**src/rtl/fetch_stage_pkg.sv**
```systemverilog
// Shared IF-stage pipeline types: IF/ID register layout and default fetch address.
package fetch_stage_pkg;

    localparam int unsigned PIPE_XLEN = 32;
    localparam logic [PIPE_XLEN-1:0] RESET_PC_DEFAULT = '0;

    typedef struct packed {
        logic                 valid;
        logic [PIPE_XLEN-1:0] pc;
        logic [PIPE_XLEN-1:0] pc_plus4;
        logic [PIPE_XLEN-1:0] instr;
    } if_id_t;

endpackage

```
**src/rtl/fetch_stage.sv**
```systemverilog
// IF stage: PC ownership, single-outstanding imem request, 1-entry stall buffer and IF/ID register.
module fetch_stage
    import fetch_stage_pkg::*;
#(
    parameter int unsigned     XLEN     = PIPE_XLEN,
    parameter logic [XLEN-1:0] RESET_PC = RESET_PC_DEFAULT
) (
    input  logic            clk,
    input  logic            rst,
    input  logic            hazardFEEnable,
    input  logic            redirect_valid,
    input  logic [XLEN-1:0] redirect_pc,
    output logic            imem_req_valid,
    input  logic            imem_req_ready,
    output logic [XLEN-1:0] imem_req_addr,
    input  logic            imem_rsp_valid,
    input  logic [XLEN-1:0] imem_rsp_data,
    output logic            if_id_valid,
    output logic [XLEN-1:0] if_id_pc,
    output logic [XLEN-1:0] if_id_pc_plus4,
    output logic [XLEN-1:0] if_id_instr
);

    typedef enum logic [1:0] {
        S_REQ  = 2'd0,
        S_WAIT = 2'd1,
        S_FULL = 2'd2,
        S_DROP = 2'd3
    } fetch_state_t;

    fetch_state_t    r_state;
    fetch_state_t    w_state_nxt;
    logic [XLEN-1:0] r_pc;
    logic [XLEN-1:0] r_req_pc;
    logic [XLEN-1:0] r_buf_pc;
    logic [XLEN-1:0] r_buf_instr;
    if_id_t          r_if_id;

    logic            w_accept;
    logic            w_deliver_rsp;
    logic            w_deliver_buf;
    logic            w_capture_buf;
    logic [XLEN-1:0] w_redirect_aligned;
    logic            w_unused_redirect_lsbs;

    assign w_redirect_aligned     = {redirect_pc[XLEN-1:2], 2'b00};
    assign w_unused_redirect_lsbs = ^redirect_pc[1:0];

    assign imem_req_valid = (r_state == S_REQ);
    assign imem_req_addr  = r_pc;

    assign if_id_valid    = r_if_id.valid;
    assign if_id_pc       = r_if_id.pc;
    assign if_id_pc_plus4 = r_if_id.pc_plus4;
    assign if_id_instr    = r_if_id.instr;

    always_ff @(posedge clk) begin
        if (rst) begin
            r_state <= S_REQ;
        end else begin
            r_state <= w_state_nxt;
        end
    end

    // Redirect overrides every other transition; it only decides whether a stale rsp is still owed.
    always_comb begin
        w_state_nxt   = r_state;
        w_accept      = 1'b0;
        w_deliver_rsp = 1'b0;
        w_deliver_buf = 1'b0;
        w_capture_buf = 1'b0;
        if (redirect_valid) begin
            unique case (r_state)
                S_REQ:  w_state_nxt = imem_req_ready ? S_DROP : S_REQ;
                S_WAIT: w_state_nxt = imem_rsp_valid ? S_REQ : S_DROP;
                S_FULL: w_state_nxt = S_REQ;
                S_DROP: w_state_nxt = imem_rsp_valid ? S_REQ : S_DROP;
                default: w_state_nxt = S_REQ;
            endcase
        end else begin
            unique case (r_state)
                S_REQ: begin
                    if (imem_req_ready) begin
                        w_accept    = 1'b1;
                        w_state_nxt = S_WAIT;
                    end
                end
                S_WAIT: begin
                    if (imem_rsp_valid) begin
                        w_deliver_rsp = hazardFEEnable;
                        w_capture_buf = !hazardFEEnable;
                        w_state_nxt   = hazardFEEnable ? S_REQ : S_FULL;
                    end
                end
                S_FULL: begin
                    if (hazardFEEnable) begin
                        w_deliver_buf = 1'b1;
                        w_state_nxt   = S_REQ;
                    end
                end
                S_DROP: begin
                    if (imem_rsp_valid) begin
                        w_state_nxt = S_REQ;
                    end
                end
                default: w_state_nxt = S_REQ;
            endcase
        end
    end

    always_ff @(posedge clk) begin
        if (rst) begin
            r_pc        <= RESET_PC;
            r_req_pc    <= '0;
            r_buf_pc    <= '0;
            r_buf_instr <= '0;
            r_if_id     <= '0;
        end else begin
            if (redirect_valid) begin
                r_pc <= w_redirect_aligned;
            end else if (w_accept) begin
                r_pc     <= r_pc + XLEN'(4);
                r_req_pc <= r_pc;
            end

            if (redirect_valid || w_deliver_buf) begin
                r_buf_pc    <= '0;
                r_buf_instr <= '0;
            end else if (w_capture_buf) begin
                r_buf_pc    <= r_req_pc;
                r_buf_instr <= imem_rsp_data;
            end

            // Stalled IF/ID holds every field; an unstalled idle cycle only drops valid.
            if (redirect_valid) begin
                r_if_id.valid <= 1'b0;
            end else if (w_deliver_rsp) begin
                r_if_id <= '{valid: 1'b1, pc: r_req_pc, pc_plus4: r_req_pc + XLEN'(4),
                             instr: imem_rsp_data};
            end else if (w_deliver_buf) begin
                r_if_id <= '{valid: 1'b1, pc: r_buf_pc, pc_plus4: r_buf_pc + XLEN'(4),
                             instr: r_buf_instr};
            end else if (hazardFEEnable) begin
                r_if_id.valid <= 1'b0;
            end
        end
    end

    a_no_stray_rsp: assert property (@(posedge clk) disable iff (rst)
        imem_rsp_valid |-> (r_state == S_WAIT || r_state == S_DROP));

endmodule

```
**config.mk**
```make
export PLATFORM = sky130hd
export DESIGN_NAME = fetch_stage
export DESIGN_NICKNAME = d
export VERILOG_FILES = /design/src/rtl/fetch_stage_pkg.sv /design/src/rtl/fetch_stage.sv
export SDC_FILE = /design/constraint.sdc
export NUM_CORES = 1
export LEC_CHECK = 0
export BUFFER_PORTS_ARGS = -buffer_cell sky130_fd_sc_hd__buf_2
export CORE_ASPECT_RATIO = 0.9
export CORE_MARGIN = 2
export CORE_UTILIZATION = 25
export CTS_BUF_LIST = sky130_fd_sc_hd__clkbuf_16
export DETAILED_ROUTE_END_ITERATION = 8
export SLEW_MARGIN = 20
export SYNTH_ARGS = -nofsm -noshare
export SYNTH_HDL_FRONTEND = slang
export SYNTH_SLANG_ARGS = --single-unit
```
**constraint.sdc**
```tcl
create_clock -name clk -period 3.75 [get_ports clk]
set_input_delay 0.1875 -clock clk [delete_from_list [all_inputs] [get_ports clk]]
set_output_delay 0.1875 -clock clk [all_outputs]
set_load 0.01 [all_outputs]
```
==> results of run 1 <==
==> state kept, by name (all words and copies together), names as in the netlist <==
register / cells
if_id_pc: 30
r_state: 2
r_buf_instr: 32
if_id_instr: 32
r_buf_pc: 30
r_req_pc: 30
if_id_valid: 1
if_id_pc_plus4: 30
imem_req_addr: 30
==> worst max-delay path, delay by kind of cell (launching register included) <==
family / cells / cell delay (ps)
adder cells (fa/ha/maj): 1 / 300
buffers and inverters: 1 / 70
AND/OR/NAND/NOR: 4 / 1090
flip-flops: 1 / 480
AO/OA/AOI/OAI: 2 / 550
multiplexers: 1 / 250
==> synthesized netlist by cell type, types with 11 or more instances <==
library cell,n,share of area [%]
nand2_1,348,13
dfxtp_1,217,44
a21oi_1,124,6.3
nor2_1,104,4.0
clkbuf_1,67,2.6
mux2i_1,39,4.0
a311oi_1,36,3.2
a211oi_1,35,2.7
nand3_1,31,1.6
xor2_1,28,2.5
nand4_1,26,1.7
and3_1,22,1.4
xnor2_1,17,1.5
o21ai_0,13,0.66
and4_1,12,1.1
o211ai_1,11,0.84
==> cell type report <==
class | count | area share [%]
clock buffers | 26 | 5.11
flip-flops and latches | 217 | 34.1
multi-input cells | 929 | 39.7
repair buffers | 282 | 14.2
well taps | 525 | 5.16
diodes | 2 | 0.0393
inverters | 7 | 0.206
clock inverters | 22 | 1.43
==> metal layers <==
metal | part of all wire [%] | GRT usage [%] | up-vias
met5 | 0 | 0 | -
met4 | 2.7 | 4.60 | 0
met3 | 7.5 | 3.56 | 56
met2 | 40 | 22.1 | 349
met1 | 50 | 23.8 | 4434
li1 | - | - | 4757
==> final timing paths <==
check                                    start            endpoint  slack [ps]
worst max-delay path                r_state[0]  if_id_pc_plus4[22]         920
worst min-delay path            imem_rsp_valid          r_state[1]          30
worst max register to register      r_state[0]  if_id_pc_plus4[22]         920
worst min register to register    r_buf_pc[31]        r_buf_pc[31]         450
==> cell families (layout without fill, tap and decap cells) <==
group | count (synthesis) | after routing
AOI/OAI and AO/OA | 249 | 249
xor gates and xnor gates | 45 | 45
adders and majority gates | 2 | 2
buffers and inverters | 101 | 337
DFF | 217 | 217
muxes | 41 | 41
other | 1 | 8
and+or+nand+nor | 586 | 586
==> where the power goes <==
part           leakage, nW  switching, W  internal (W)  total [W]
registers             1.76     0.0000721       0.00237    0.00244
clock network        0.424       0.00108       0.00141    0.00249
logic                 2.58      0.000264      0.000191   0.000455
==> layout by cell type, fill, tap and decap left out, types with 4 or more instances in the layout <==
cell,n
a211oi_1,35
a21oi_1,124
a311o_1,4
a311oi_1,36
a31oi_1,5
and2_1,4
and3_1,22
and4_1,12
buf_2,190
buf_4,27
clkbuf_16,26
clkinv_1,4
clkinv_2,5
conb_1,6
dfxtp_1,217
dlygate4sd3_1,65
inv_1,11
mux2i_1,39
nand2_1,347
nand3_1,30
nand3b_1,4
nand4_1,26
nor2_1,103
nor3_1,10
nor4_1,4
o211a_1,4
o211ai_1,11
o21ai_0,13
xnor2_1,17
xor2_1,28
==> per-stage QoR <==
step,hold WS (ps),total power (W),setup slack [ps],util [%]
final,26.1,0.00538,916,33.0
after global routing,81.7,0.00560,645,33.0
after CTS,3.87,0.00546,915,33.0
after detailed placement,426,0.00290,928,29.2
after global placement,417,0.00289,984,29.2
after floorplan,323,0.00271,861,-
==> repair_timing <==
item | in CTS | in global routing
buffers inserted | 0 | 0
endpoints found under the hold margin | 95 | 0
hold buffers | 65 | 0
==> metrics.txt, run 1 <==
Worst Hold Class=primary input to register; first-pass GRT wire length=50900 um; CP max FO=9; largest family of logic cells by synthesized area=simple AND/OR/NAND/NOR gates; Worst Path Arrival=3280 ps; Cell Area, Placed=0.0112 mm^2; Detail Placement HPWL=22400 um; clock sinks=217; initial antenna violation count=2; Synth Area in Simple Gates=26.3%; DIE HEIGHT=192 um; sequential area share after synthesis=44.3%; Setup TNS=0 ps; Slew Limit Fails=0; Syn Inst Count=1242; Ys Warns=0; filler-free cell count of the finished design=2010; area of the core=0.0385 mm^2; # DRC=0; Sequential Area=0.00434 mm^2; Async SR Flop Fraction=0%; adder-cell share of the synthesized area=0.255%; Syn Area/Cell=7.89 um^2; vias per cell=4.77; gr usage total=15.8%; H-tree levels=1; status=finished, final reports clean; fmax=353 MHz; Final Cell Area=0.0127 mm^2; Resized cells post-CTS=0; Worst-Skew Late Latency=560 ps; Power Density=423 mW/mm^2; Num CTS Buffers=26; multi-input combinational cell area=0.00506 mm^2; Clock Pin Slew Worst Setup and Hold Paths=60 ps; worst slew pin tran=1050 ps; worst reg2reg path depth=9; Top Ports=200; Startpoint Class=register; final worst path period share=75.6%; initial core utilization=25.4%; Largest stage delay, worst path=480 ps; GRT Residual Overflow=0; post-detailed-route count of antenna-violating nets=0; final setup fails=0; DRT Wirelength=33000 um; CP required=4200 ps; vias in the first global route=8843; Max-cap violations=0; die footprint=0.0408 mm^2; Static Leakage=4.76 nW; Slew HR=29.7%; Nets=1535; Max rail drop VDD=0.278 mV; P&R area growth vs syn=29.8%; DR WL/cell=16.4 um; fillers=4084; Slowest cell on crit path=dfxtp_1; Layout Skew=25.1 ps; Post-Syn Area=0.00980 mm^2; FP Rows=68; CP endpoint kind=register; Yosys reg bits=217; XOR/XNOR share of the synthesized area=4.02%; root buffer cell=clkbuf_16; GP Congestion=0.872; DR iter-0 viols=774; Synth Area in Compound Gates=16.2%; share of layout cells above drive strength 1=18.4%; CTS tree=built; Netlist cell types=59; hold path cells=4; crit path time final=2830 ps; multiplexer area fraction after synthesis=4.21%; Final Hold Vio Count=0; Die X=213 um; worst-path cell chain=nand4bb_1 -> nor2_4 -> mux2i_1 -> inv_1 -> ha_1 -> nor4b_1 -> a31o_2 -> and4_1 -> a311o_1; DR pass1 iterations=7; IO buf count=191; Placed Cells=1895; Setup CP Type=register to register; RSZ-0062 raised after global routing=false; largest net degree at the start of global routing=83; commonest register cell after synthesis=dfxtp_1; Vias=9596; CTS max path bufs=3; number of flops mapped to enable cells by yosys=0
(Power assumes the default switching activity.)
==> run 2: changes to the inputs <==
clock period = 2.4 ns   (was 3.75 ns; I/O delays follow)
==> metrics.txt, run 2 (synthesis results as in run 1) <==
status=finished, final reports clean (unchanged); largest net degree at the start of global routing=140 (was 83); CTS tree=built (unchanged); Worst-Skew Late Latency=540 ps (was 560 ps); Setup CP Type=register to register (unchanged); DR pass1 iterations=5 (was 7); share of layout cells above drive strength 1=21.2% (was 18.4%); CTS max path bufs=3 (unchanged); Die X=213 um (unchanged); root buffer cell=clkbuf_16 (unchanged); Final Cell Area=0.0132 mm^2 (was 0.0127 mm^2); Detail Placement HPWL=23300 um (was 22400 um); Max rail drop VDD=0.353 mV (was 0.278 mV); Slew HR=38.1% (was 29.7%); crit path time final=2270 ps (was 2830 ps); Max-cap violations=0 (unchanged); DR iter-0 viols=821 (was 774); Nets=1591 (was 1535); Static Leakage=5.06 nW (was 4.76 nW); Power Density=642 mW/mm^2 (was 423 mW/mm^2); CP endpoint kind=register (unchanged); vias per cell=4.72 (was 4.77); Largest stage delay, worst path=340 ps (was 480 ps); CP required=2830 ps (was 4200 ps); Top Ports=200 (unchanged); Worst Path Arrival=2700 ps (was 3280 ps); GRT Residual Overflow=0 (unchanged); DR WL/cell=16.0 um (was 16.4 um); # DRC=0 (unchanged); top cell family by delay on the critical path=simple AND/OR/NAND/NOR gates (unchanged); worst slew pin tran=925 ps (was 1050 ps); Placement Setup Slack=78.8 ps (was 928 ps); Layout Skew=11.3 ps (was 25.1 ps); H-tree levels=1 (unchanged); GP Congestion=0.893 (was 0.872); initial core utilization=25.4% (unchanged); critical path buffer and inverter count=1 (unchanged); commonest cells after routing, fill and taps aside=nand2_1 (347), dfxtp_1 (217), buf_2 (190), a21oi_1 (124), nor2_1 (103) (unchanged); die footprint=0.0408 mm^2 (unchanged); Cell Area, Placed=0.0117 mm^2 (was 0.0112 mm^2); PnR Total Power=0.00848 W (was 0.00538 W); Inserted Diodes=0 (was 2); most common cell after layout, fill and taps aside=nand2_1 (unchanged); RSZ-0062 raised after global routing=false (unchanged); Startpoint Class=register (unchanged); worst-path cell chain=nand4bb_4 -> nor2_4 -> mux2i_2 -> inv_1 -> ha_2 -> nor4b_1 -> a31o_2 -> and4_1 -> a311o_1 (was nand4bb_1 -> nor2_4 -> mux2i_1 -> inv_1 -> ha_1 -> nor4b_1 -> a31o_2 -> and4_1 -> a311o_1); Vias=9721 (was 9596); area of the core=0.0385 mm^2 (unchanged); post-detailed-route count of antenna-violating nets=0 (unchanged); first-pass GRT wire length=50900 um (about the same); DIE HEIGHT=192 um (unchanged); initial antenna violation count=1 (was 2); clock sinks=217 (unchanged); DRT Wirelength=33000 um (about the same); Slew Limit Fails=0 (unchanged); gr usage total=15.8% (about the same); Final Hold Vio Count=0 (unchanged); fmax=441 MHz (was 353 MHz); Num CTS Buffers=27 (was 26); final setup fails=0 (unchanged); IO buf count=191 (unchanged); vias in the first global route=8932 (was 8843); worst setup margin=134 ps (was 916 ps); CP max FO=5 (was 9); final worst path period share=94.4% (was 75.6%); P&R area growth vs syn=34.7% (was 29.8%); FP Rows=68 (unchanged); Clock Pin Slew Worst Setup and Hold Paths=60 ps (about the same); Worst Hold Class=primary input to register (unchanged); Slowest cell on crit path=dfxtp_1 (unchanged); Setup TNS=0 ps (unchanged)
==> run 2: final cells by class <==
class                           count  area (um^2)
Clock buffer                       27          676
Multi-Input combinational cell    929         5080
Clock inverter                     19          159
Timing Repair Buffer              337         2260
Tap cell                          525          657
Fill cell                        4062        25300
Sequential cell                   217         4340
Inverter                            7         26.3
==> run 2: final timing paths <==
kind              cells after the start                  to  slack [ps]                from
setup / recovery                      9  if_id_pc_plus4[20]         130          r_state[1]
hold / removal                        2      if_id_instr[1]          70                 rst
setup reg to reg                      9  if_id_pc_plus4[20]         130          r_state[1]
hold reg to reg                       2  if_id_pc_plus4[16]         450  if_id_pc_plus4[16]
==> run 2: worst register-to-register path: cells and delay by family (launching register included) <==
kind | cells | cell delay, ps
simple gates | 4 | 770
compound gates | 2 | 520
flops | 1 | 340
mux | 1 | 270
fa+ha+maj | 1 | 200
buf+inv | 1 | 70
==> run 2: power breakdown <==
part | total, W | internal (W) | switching [W]
logic | 0.000785 | 0.000333 | 0.000452
registers | 0.00379 | 0.00370 | 0.0000831
clock network | 0.00391 | 0.00234 | 0.00157
==> run 2: what timing repair did <==
| action | 4_1_cts | 5_1_grt |
|---|---|---|
| hold buffers | 65 | 0 |
| hold endpoints to repair | 96 | 0 |
| endpoints found under the setup margin | 0 | 4 |
| resized for setup | 0 | 2 |
| buffers inserted | 0 | 1 |
==> run 2: routing by layer <==
layer	global-route usage, %	vias up	share of wire [%]
li1	-	4855	-
met1	24.5	4493	51
met2	22.0	324	40
met3	3.22	47	7.0
met4	3.36	2	1.9
met5	0	-	0.045
==> run 2: stage by stage <==
stage               cells  hold WS (ps)  utilization [%]
floorplan            1247           256                -
global placement     1949           360             30.4
detailed placement   1949           360             30.4
CTS                  2060          56.1             34.2
global route         2061          79.3             34.3
finish               2061          72.4             34.3
==> run 3: changes to the inputs <==
CELL_PAD_IN_SITES_DETAIL_PLACEMENT = 0   (was default)
CELL_PAD_IN_SITES_GLOBAL_PLACEMENT = 1   (was default)
PLACE_DENSITY_LB_ADDON = 0.1   (was default)
==> metrics.txt, run 3 (synthesis results as in run 1) <==
PnR Total Power=0.00814 W (was 0.00848 W); CP max FO=5 (unchanged); RSZ-0062 raised after global routing=false (unchanged); area of the core=0.0385 mm^2 (unchanged); Power Density=614 mW/mm^2 (was 642 mW/mm^2); Slew Limit Fails=0 (unchanged); CTS max path bufs=3 (unchanged); routed wl met2=13600 um (was 13200 um); Startpoint Class=register (unchanged); initial core utilization=25.4% (unchanged); Final Hold Vio Count=0 (unchanged); Max rail drop VDD=0.378 mV (was 0.353 mV); Hold Slack=143 ps (was 72.4 ps); H-tree levels=1 (unchanged); Met3 Wirelength=1750 um (was 2300 um); status=finished, final reports clean (unchanged); Worst path depth=9 (unchanged); Slowest cell on crit path=dfxtp_1 (unchanged); DR iter-0 viols=418 (was 821); Clock Pin Slew Worst Setup and Hold Paths=60 ps (about the same); gr usage total=17.0% (was 15.8%); share of layout cells above drive strength 1=21.4% (was 21.2%); r2r endpoint=if_id_pc_plus4[20] (unchanged); Slew HR=51.5% (was 38.1%); top cell family by delay on the critical path=simple AND/OR/NAND/NOR gates (unchanged); DR pass1 iterations=8 (was 5); vias in the first global route=9096 (was 8932); Num CTS Buffers=27 (unchanged); worst-path cell chain=nand4bb_4 -> nor2_4 -> mux2i_2 -> inv_1 -> ha_2 -> nor4b_1 -> a31o_2 -> and4_1 -> a311o_1 (unchanged); DIE HEIGHT=192 um (unchanged); CP endpoint kind=register (unchanged); R2R Path Start=r_state[1] (unchanged); final setup fails=0 (unchanged); critical path buffer and inverter count=1 (unchanged); first-pass GRT wire length=54400 um (was 50900 um); post-detailed-route count of antenna-violating nets=0 (unchanged); Hold Startpoint=redirect_valid (was rst); clock sinks=217 (unchanged); worst slew pin tran=727 ps (was 925 ps); WL met1=19100 um (was 16900 um); IO buf count=191 (unchanged); commonest cells after routing, fill and taps aside=nand2_1 (347), dfxtp_1 (217), buf_2 (190), a21oi_1 (124), nor2_1 (102) (was nand2_1 (347), dfxtp_1 (217), buf_2 (190), a21oi_1 (124), nor2_1 (103)); fmax=439 MHz (was 441 MHz); largest net degree at the start of global routing=140 (unchanged); Nets=1601 (was 1591); Cell Area, Placed=0.0118 mm^2 (was 0.0117 mm^2); most common cell after layout, fill and taps aside=nand2_1 (unchanged); DR WL/cell=16.9 um (was 16.0 um); Final Cell Area=0.0133 mm^2 (was 0.0132 mm^2); Largest stage delay, worst path=340 ps (about the same); vias per cell=4.60 (was 4.72); final worst path period share=94.8% (was 94.4%); crit path time final=2280 ps (was 2270 ps); CTS tree=built (unchanged); GP Congestion=0.795 (was 0.893); root buffer cell=clkbuf_16 (unchanged); Vias=9510 (was 9721); Max-cap violations=0 (unchanged); DRT Wirelength=34900 um (was 33000 um); r2r setup slk=120 ps (was 130 ps); Static Leakage=5.11 nW (was 5.06 nW); Inserted Diodes=0 (unchanged); fillers=4133 (was 4062); top sig layer=met5 (unchanged); Worst Hold End=imem_req_addr[13] (was if_id_instr[1]); filler-free cell count of the finished design=2069 (was 2061); GRT Residual Overflow=0 (unchanged); CP required=2840 ps (was 2830 ps); # DRC=0 (unchanged); Placed Cells=1958 (was 1949); die footprint=0.0408 mm^2 (unchanged); Detail Placement HPWL=24100 um (was 23300 um); FP Rows=68 (unchanged); fin util=34.4% (was 34.3%); P&R area growth vs syn=35.2% (was 34.7%); Layout Skew=12.3 ps (was 11.3 ps); worst reg2reg path depth=9 (unchanged); Worst Hold Class=primary input to register (unchanged); initial antenna violation count=1 (unchanged); hold path cells=4 (was 2); Worst-Skew Late Latency=550 ps (was 540 ps); Top Ports=200 (unchanged); Setup CP Type=register to register (unchanged); Die X=213 um (unchanged); Worst Path Arrival=2710 ps (was 2700 ps)
==> run 3: changes by cell type in the layout (fill, tap and decap cells not counted) <==
cell,before,now
clkinv_2,3,2
buf_12,3,8
nor2_1,103,102
buf_6,1,0
dlygate4sd3_1,65,66
inv_1,11,19
inv_6,1,0
bufinv_16,3,0
buf_4,78,83
nor2_2,0,1
clkinv_1,8,3
==> run 3: worst max path at each step <==
stage          startpoint                  to  slack [ps]
3_3_place_gp   r_state[1]  if_id_pc_plus4[20]         130
3_5_place_dp   r_state[1]  if_id_pc_plus4[20]          90
4_1_cts        r_state[1]  if_id_pc_plus4[20]          60
5_1_grt        r_state[1]  if_id_pc_plus4[22]           8
6_report       r_state[1]  if_id_pc_plus4[20]         120
2_1_floorplan  r_state[1]  if_id_pc_plus4[20]        -270
==> run 3: per-layer routing <==
layer,up-vias,GRT usage (%)
met4,2,3.07
li1,4877,-
met2,211,23.3
met1,4386,27.2
met5,-,0
met3,34,3.11
==> run 3: worst register-to-register path: stages (launching register included) <==
cell and delay [ps]:
dfxtp_1 340, nand4bb_4 260, nor2_4 180, mux2i_2 260, inv_1 70, ha_2 200, nor4b_1 150, a31o_2 260
and4_1 200, a311o_1 260
==> run 3: power breakdown <==
| part | switching (W) | leakage, nW | internal (W) |
|---|---|---|---|
| registers | 0.0000774 | 1.76 | 0.00371 |
| logic | 0.000457 | 2.94 | 0.000344 |
| clock network | 0.00156 | 0.413 | 0.00200 |
| total | 0.00210 | 5.11 | 0.00605 |
==> run 3: through the flow <==
stage | TNS (ps) | worst slack (ps)
floorplan | -890 | -271
global route | 0 | 7.56
detailed placement | 0 | 91.1
finish | 0 | 125
global placement | 0 | 127
CTS | 0 | 55.7
==> run 3: cell type report <==
class | instances | area [um^2] | share of cell area (%)
repair buffers | 347 | 2390 | 18.1
inverters | 7 | 26.3 | 0.198
clock buffers | 27 | 676 | 5.10
clock inverters | 17 | 66.3 | 0.500
well taps | 525 | 657 | 4.96
flip-flops and latches | 217 | 4340 | 32.8
multi-input cells | 929 | 5090 | 38.4
==> run 3: what timing repair did <==
action / 4_1_cts / 5_1_grt
resized for setup: 0 / 1
hold buffers: 66 / 0
hold endpoints to repair: 96 / 0
setup buffers: 0 / 1
endpoints found under the setup margin: 0 / 2
